===== config.mk =====
export PLATFORM = sky130hd
export DESIGN_NAME = fp_issue_ctrl
export DESIGN_NICKNAME = d
export VERILOG_FILES = /design/src/rtl/fp_issue_ctrl.sv
export SDC_FILE = /design/constraint.sdc
export NUM_CORES = 1
export LEC_CHECK = 0
export ABC_CLOCK_PERIOD_IN_PS = 1700
export CAP_MARGIN = 30
export CORE_MARGIN = 10
export CORE_UTILIZATION = 30
export CTS_BUF_LIST = sky130_fd_sc_hd__clkbuf_8
export CTS_CLUSTER_DIAMETER = 30
export DETAILED_ROUTE_END_ITERATION = 10
export SLEW_MARGIN = 20
export SYNTH_ARGS = -nofsm -noshare
export SYNTH_HDL_FRONTEND = slang
export SYNTH_SLANG_ARGS = --single-unit

===== constraint.sdc =====
create_clock -name clk_i -period 1.7 [get_ports clk_i]
set_input_delay 0.17 -clock clk_i [delete_from_list [all_inputs] [get_ports clk_i]]
set_output_delay 0.17 -clock clk_i [all_outputs]
set_load 0.005 [all_outputs]

===== src/rtl/fp_issue_ctrl.sv =====
// Issue/writeback controller between the FP decoder and a handshaked FPU.
// Keeps one operation in flight: IDLE -> ISSUE -> EXEC -> WB, or EXEC -> IDLE on timeout.
module fp_issue_ctrl #(
  parameter int unsigned TIMEOUT = 255,
  parameter int unsigned XLEN    = 32
) (
  input  logic            clk_i,
  input  logic            rst_ni,
  input  logic            dec_valid_i,
  input  logic            dec_illegal_i,
  input  logic            dec_regwrite_i,
  input  logic [4:0]      dec_rd_i,
  output logic            dec_ready_o,
  output logic            fpu_in_valid_o,
  input  logic            fpu_in_ready_i,
  input  logic            fpu_out_valid_i,
  output logic            fpu_out_ready_o,
  input  logic [XLEN-1:0] fpu_result_i,
  input  logic [4:0]      fpu_status_i,
  output logic            rf_we_o,
  output logic [4:0]      rf_waddr_o,
  output logic [XLEN-1:0] rf_wdata_o,
  output logic            int_wb_valid_o,
  output logic [XLEN-1:0] int_wb_data_o,
  output logic [4:0]      fflags_o,
  input  logic            fflags_clr_i,
  output logic            illegal_o,
  output logic            timeout_o,
  output logic            busy_o
);

  typedef enum logic [1:0] {
    IDLE  = 2'd0,
    ISSUE = 2'd1,
    EXEC  = 2'd2,
    WB    = 2'd3
  } state_e;

  // EXEC lasts at most TIMEOUT cycles; the counter holds 0..TIMEOUT-1.
  localparam logic [7:0] CNT_LAST = 8'(TIMEOUT - 1);

  state_e          state_q, state_d;
  logic [7:0]      cnt_q, cnt_d;
  logic [4:0]      rd_q, rd_d;
  logic            regwrite_q, regwrite_d;
  logic [XLEN-1:0] result_q, result_d;
  logic [4:0]      status_q, status_d;
  logic [4:0]      fflags_q, fflags_d;
  logic            illegal_q, illegal_d;
  logic            timeout_q, timeout_d;

  // State and datapath registers
  always_ff @(posedge clk_i or negedge rst_ni) begin
    if (!rst_ni) begin
      state_q    <= IDLE;
      cnt_q      <= 8'd0;
      rd_q       <= 5'd0;
      regwrite_q <= 1'b0;
      result_q   <= {XLEN{1'b0}};
      status_q   <= 5'd0;
      fflags_q   <= 5'd0;
      illegal_q  <= 1'b0;
      timeout_q  <= 1'b0;
    end else begin
      state_q    <= state_d;
      cnt_q      <= cnt_d;
      rd_q       <= rd_d;
      regwrite_q <= regwrite_d;
      result_q   <= result_d;
      status_q   <= status_d;
      fflags_q   <= fflags_d;
      illegal_q  <= illegal_d;
      timeout_q  <= timeout_d;
    end
  end

  // Next-state, capture and sticky-flag logic
  always_comb begin
    state_d    = state_q;
    cnt_d      = 8'd0;
    rd_d       = rd_q;
    regwrite_d = regwrite_q;
    result_d   = result_q;
    status_d   = status_q;
    illegal_d  = 1'b0;
    timeout_d  = 1'b0;
    fflags_d   = fflags_clr_i ? 5'd0 : fflags_q;
    case (state_q)
      IDLE: begin
        if (dec_valid_i) begin
          if (dec_illegal_i) begin
            illegal_d = 1'b1;
          end else begin
            rd_d       = dec_rd_i;
            regwrite_d = dec_regwrite_i;
            state_d    = ISSUE;
          end
        end else begin
          state_d = IDLE;
        end
      end
      ISSUE: begin
        if (fpu_in_ready_i) begin
          state_d = EXEC;
        end else begin
          state_d = ISSUE;
        end
      end
      EXEC: begin
        // A result arriving on the last allowed cycle still wins over the abort.
        if (fpu_out_valid_i) begin
          result_d = fpu_result_i;
          status_d = fpu_status_i;
          state_d  = WB;
        end else if (cnt_q == CNT_LAST) begin
          timeout_d = 1'b1;
          state_d   = IDLE;
        end else begin
          cnt_d = cnt_q + 8'd1;
        end
      end
      WB: begin
        fflags_d = fflags_clr_i ? status_q : (fflags_q | status_q);
        state_d  = IDLE;
      end
      default: begin
        state_d = IDLE;
      end
    endcase
  end

  assign dec_ready_o     = rst_ni & (state_q == IDLE);
  assign fpu_in_valid_o  = (state_q == ISSUE);
  assign fpu_out_ready_o = (state_q == EXEC);
  assign busy_o          = (state_q != IDLE);

  assign rf_we_o        = (state_q == WB) & regwrite_q;
  assign rf_waddr_o     = rf_we_o ? rd_q : 5'd0;
  assign rf_wdata_o     = rf_we_o ? result_q : {XLEN{1'b0}};
  assign int_wb_valid_o = (state_q == WB) & ~regwrite_q;
  assign int_wb_data_o  = int_wb_valid_o ? result_q : {XLEN{1'b0}};

  assign fflags_o  = fflags_q;
  assign illegal_o = illegal_q;
  assign timeout_o = timeout_q;

endmodule


Word-level counts from Yosys, hierarchy flattened --
Index checks and enable logic that the tools add are counted.
Operators by class: muxes and demuxes 21, reduce and logical (&&, ||, !) cells 6, bitwise logic cells 6, equality and inequality tests 6, add/sub/neg operators 1
Operator list (count):
- 2-to-1 mux 32 bit | 2
- 2-to-1 mux 8 bit | 3
- 2-to-1 mux 5 bit | 4
- 2-to-1 mux 2 bit | 5
- adder 8 x 1 -> 8 bit, second input constant | 1
- equality test 8 bit, second input constant | 1
- one-hot mux 2 bit (4 select lines) | 1
- 2-to-1 mux 1 bit | 6
- bitwise OR 5 bit | 1
- equality test 2 bit, second input constant | 2
- AND reduction 2 bit | 2
- nonzero test 2 bit | 2
- bitwise AND 1 bit | 3
- != test 3 x 2 -> 1 bit, second input constant | 1
- != test 3 bit, second input constant | 1
- AND reduction 3 bit | 1
- equality test 2 x 1 -> 1 bit, second input constant | 1
- logical NOT 2 bit | 1
- NOT 1 bit | 2
Word-level totals: bits of input ports 50, register bits 60

Longest topological paths before layout --
word-level depth 4, depth in mapped cells 5

Worst setup path after synthesis --
Ideal clock, no wire load.
path type register to register, start point reg state_q[0], end point reg rd_q[0], buffers on the path 0, path slack 270 ps, cell stages (with the launch flop) 5, required time 1575 ps, period minus slack after synthesis 1430 ps, data arrival time 1305 ps, library setup time 125 ps, cell sequence dfrtp_1 > nor2_1 > inv_1 > nor3b_4 > mux2_2
On the way: cells in the longest elaborated chain, start to end 2
Ends and longest elaborated chain:
- start, declared | RTL line 42 | state_e state_q, state_d;
- start signal, assigned | RTL line 65 | state_q <= state_d;
- logical NOT 2 bit | RTL line 88 | case (state_q)
- AND reduction 3 bit (no line)
- end signal, assigned | RTL line 67 | rd_q <= rd_d;
- end, declared | RTL line 44 | logic [4:0] rd_q, rd_d;
Every way passes these cells. A chain may end at the register's enable or synchronous reset.

Final worst setup path --
start point reg state_q[0], end point out int_wb_data_o[19]
On the way: cells in the longest elaborated chain, start to end 3
Ends and longest elaborated chain:
- equality test 2 bit | RTL line 140 | assign int_wb_valid_o = (state_q == WB) & ~regwrite_q;
- bitwise AND 1 bit | RTL line 140
- 2-to-1 mux 32 bit | RTL line 141 | assign int_wb_data_o = int_wb_valid_o ? result_q : {XLEN{1'b0}};
- end, declared | RTL line 24 | output logic [XLEN-1:0] int_wb_data_o,
Every way passes these cells.

==> impl_results.md <==
* Status: finished, violations left
* Failing checks: negative setup slack
* Worst skew pair latency at between 0.3 and 0.4 ns
* Routed Antenna Nets at 0
* Clock power share at between 20% and 30%
* Worst path required time at between 1.5 and 2 ns
* CP startpoint kind: flop
* TritonCTS clock tree: yes
* Seq/Total Area, Yosys at 50.7%
* Root buffer cell: clkbuf_8
* Post-synth EDFFs at 0
* Clk_skew at between 0.006 and 0.007 ns
* Number of max-cap violations at 0
* Cell Int Power at 0.00476 W
* Die H at 119 microns
* Mean Syn Cell Area at between 10 and 15 sq um
* Commonest non-fill, non-tap cell in the layout: buf_6
* Vias in the first global route at 2571
* Share of cells above drive strength 1 at between 50% and 60%
* Crit end category: primary output
* Crit path kind: flop to primary output
* Drt first-iter violations at 92
* Yosys reg bits at 60
* Core area at ~9700 sq um
* Vias post-DR at 2382
* Final non-filler cell total at 547
* Cts bufs inserted at 9
* Critical path peak fanout at 5
* Slew @ Worst Pin at 0.781 ns
* Initial antenna violation count at 0
* Top Metal Used: met4
* Avg Vias per Cell at 4.35
* I/O Pins at 132
* # clock sinks at 60
* Hold Vio Cnt, Final at 0
* Drt total wl at 9650 microns
* Switching power total at 0.00188 W
* Final worst path period need at 1.82 ns
* Synth cell types at 36
* Placement Setup Slack at -0.0182 ns
* Setup violators final at 50
* Largest net degree at the start of global routing at 61
* Metal2 WL at 4670 microns
* Synth Flop Type: dfrtp_1
* Final Slew Violations at 0
* Pwr per Cell Area at between 1000 and 1500 nW/um^2
* Worst-path clk slew at 0.07 ns
* Synth warnings at 0
* Synthesized Nets at 301
* Fmax at 551 MHz
* Area of the multi-input gates at 1520 sq um
* Die W at 119 microns
* GRT Total Usage at 13.1%
* Leakage power at 2.48 nW
* Maximum clock path buffer count at 2
* Final HPWL DP at 6410 microns
* Synth Instances at 249
* Gate power share at between 40% and 50%
* Register area at 1500 sq um
* Most frequent cells in the layout: buf_6 (69), and2_4 (64), dfrtp_1 (60), clkdlybuf4s50_1 (56), mux2_2 (24)
* Drt wl/cell at 17.6 microns
* Placer Congestion at 0.712
* Flop pwr share at ~37%
* First-pass GRT wire length at between 10000 and 15000 microns
* Worst hold slack at ~0.044 ns
* Maximum ir drop on the vdd rail at 0.000652 V
* Wl on met1 at 4110 microns
* RSZ-0062 raised after global routing: yes
* DR pass1 iterations at 4
* Ant diodes at 0
* Cell area after synthesis at 2960 sq um
* Starting density of the core at about 31%
* Metal3 WL at 768 microns
* FILL cells at 840
* DR DRC count at 0
* Fin worst setup slack at -0.115 ns
* Slew Limit Headroom at 48.0%
* Die area at 14200 sq um
* Nets@finish at 461
* Async set-reset flop share out of synthesis at between 90% and 100%
* Switching share of power at 28.3%
* Worst hold path type: input port to asynchronous set/reset pin
* Final worst path period share at 107%
* Worst Path Arrival at 1.65 ns
* DP Cell Count at 513
* H-tree depth at 3
* Synth-to-layout area growth at 77.7%
* Port buffer count at 131
* Row cnt at 36
* Global route overflow at 0
-- final timing paths --
check | depth (start not counted) | startpoint | slack [ns] | endpoint
worst max-delay path | 6 | state_q[0] | -0.12 | int_wb_data_o[19]
worst min-delay path | 2 | rst_ni | 0.04 | rd_q[2]
worst max register to register | 6 | state_q[1] | 0.13 | result_q[12]
worst min register to register | 2 | status_q[4] | 0.49 | fflags_o[4]
max in group asynchronous | 2 | rst_ni | 1.15 | result_q[1]
min in group clk_i | 2 | fpu_result_i[30] | 0.44 | result_q[30]
-- repair_timing --
action / CTS / global route
buffers inserted: 13 / 1
gates cloned: 5 / 2
pin swaps: 36 / 8
endpoints found under the hold margin: 0 / 0
hold buffers: 0 / 0
setup endpoints to repair: 75 / 78
gates resized for setup: 374 / 73
-- flip-flops by register name, summed over array words and instances, names as in the netlist --
name and count:
illegal_o 1, rd_q 5, state_q 2, fflags_o 5, status_q 5, timeout_o 1
cnt_q 8, result_q 32, regwrite_q 1
-- routing by layer --
layer / vias to the layer above / global-route usage (%)
li1: 1145 / -
met1: 1141 / 15.8
met2: 87 / 21.3
met3: 9 / 5.43
met4: 0 / 3.39
met5: - / 0
-- power groups by stage --
stage               clock network, W  registers, W  logic, W
global route                 0.00162       0.00257   0.00286
detailed placement                 0       0.00241   0.00218
floorplan                          0       0.00230   0.00122
finish                       0.00151       0.00247   0.00266
CTS                          0.00155       0.00243   0.00250
global placement                   0       0.00239   0.00214
-- kinds of logic (layout without fill, tap and decap cells) --
family | after synthesis | after routing | synth area share, %
adders and majority gates | 2 | 2 | 0.845
buffers and inverters | 21 | 186 | 3.59
and+or+nand+nor | 102 | 102 | 21.7
muxes | 43 | 43 | 18.8
AOI/OAI and AO/OA | 19 | 19 | 3.80
xor gates and xnor gates | 2 | 2 | 0.592
DFF | 60 | 60 | 50.7
-- per-stage QoR --
| step | area, sq um | setup TNS (ns) | utilization (%) | power, W |
|---|---|---|---|---|
| after floorplan | 2960 | 0 | - | 0.00352 |
| after global placement | 4470 | 0 | 46.2 | 0.00453 |
| after detailed placement | 4470 | -0.0999 | 46.2 | 0.00460 |
| after CTS | 4960 | -6.55 | 51.2 | 0.00649 |
| after global routing | 5260 | -7.71 | 54.3 | 0.00705 |
| final | 5260 | -3.93 | 54.3 | 0.00664 |
-- cell usage after synthesis (all sizes together), types with 2 or more instances --
master  instances  area, sq um
a21oi           5         25.0
a31oi           2         12.5
and2           71          445
and3            2         12.5
buf             6         48.8
clkbuf          5         20.0
dfrtp          60         1500
ha              2         25.0
inv            10         37.5
mux2           43          556
nand2           8         32.5
nand3           3         15.0
nor2            6         22.5
nor2b           2         20.0
nor3            2         10.0
nor3b           3         33.8
o21ai           7         35.0
-- final cells by class --
class                           count  area share [%]
Clock inverter                      4            1.33
Sequential cell                    60            28.5
Tap cell                          133            3.16
Inverter                           10           0.713
Clock buffer                       12            3.14
Multi-Input combinational cell    168            28.9
Timing Repair Buffer              160            34.2
-- critical path, cell delays in order, from the launching register on --
cell	delay, ns
dfrtp_1	0.39
and2_4	0.16
and2b_2	0.23
buf_12	0.15
buf_16	0.13
and2_4	0.15
buf_6	0.11
Note: power is estimated with default switching activity, not from simulation.
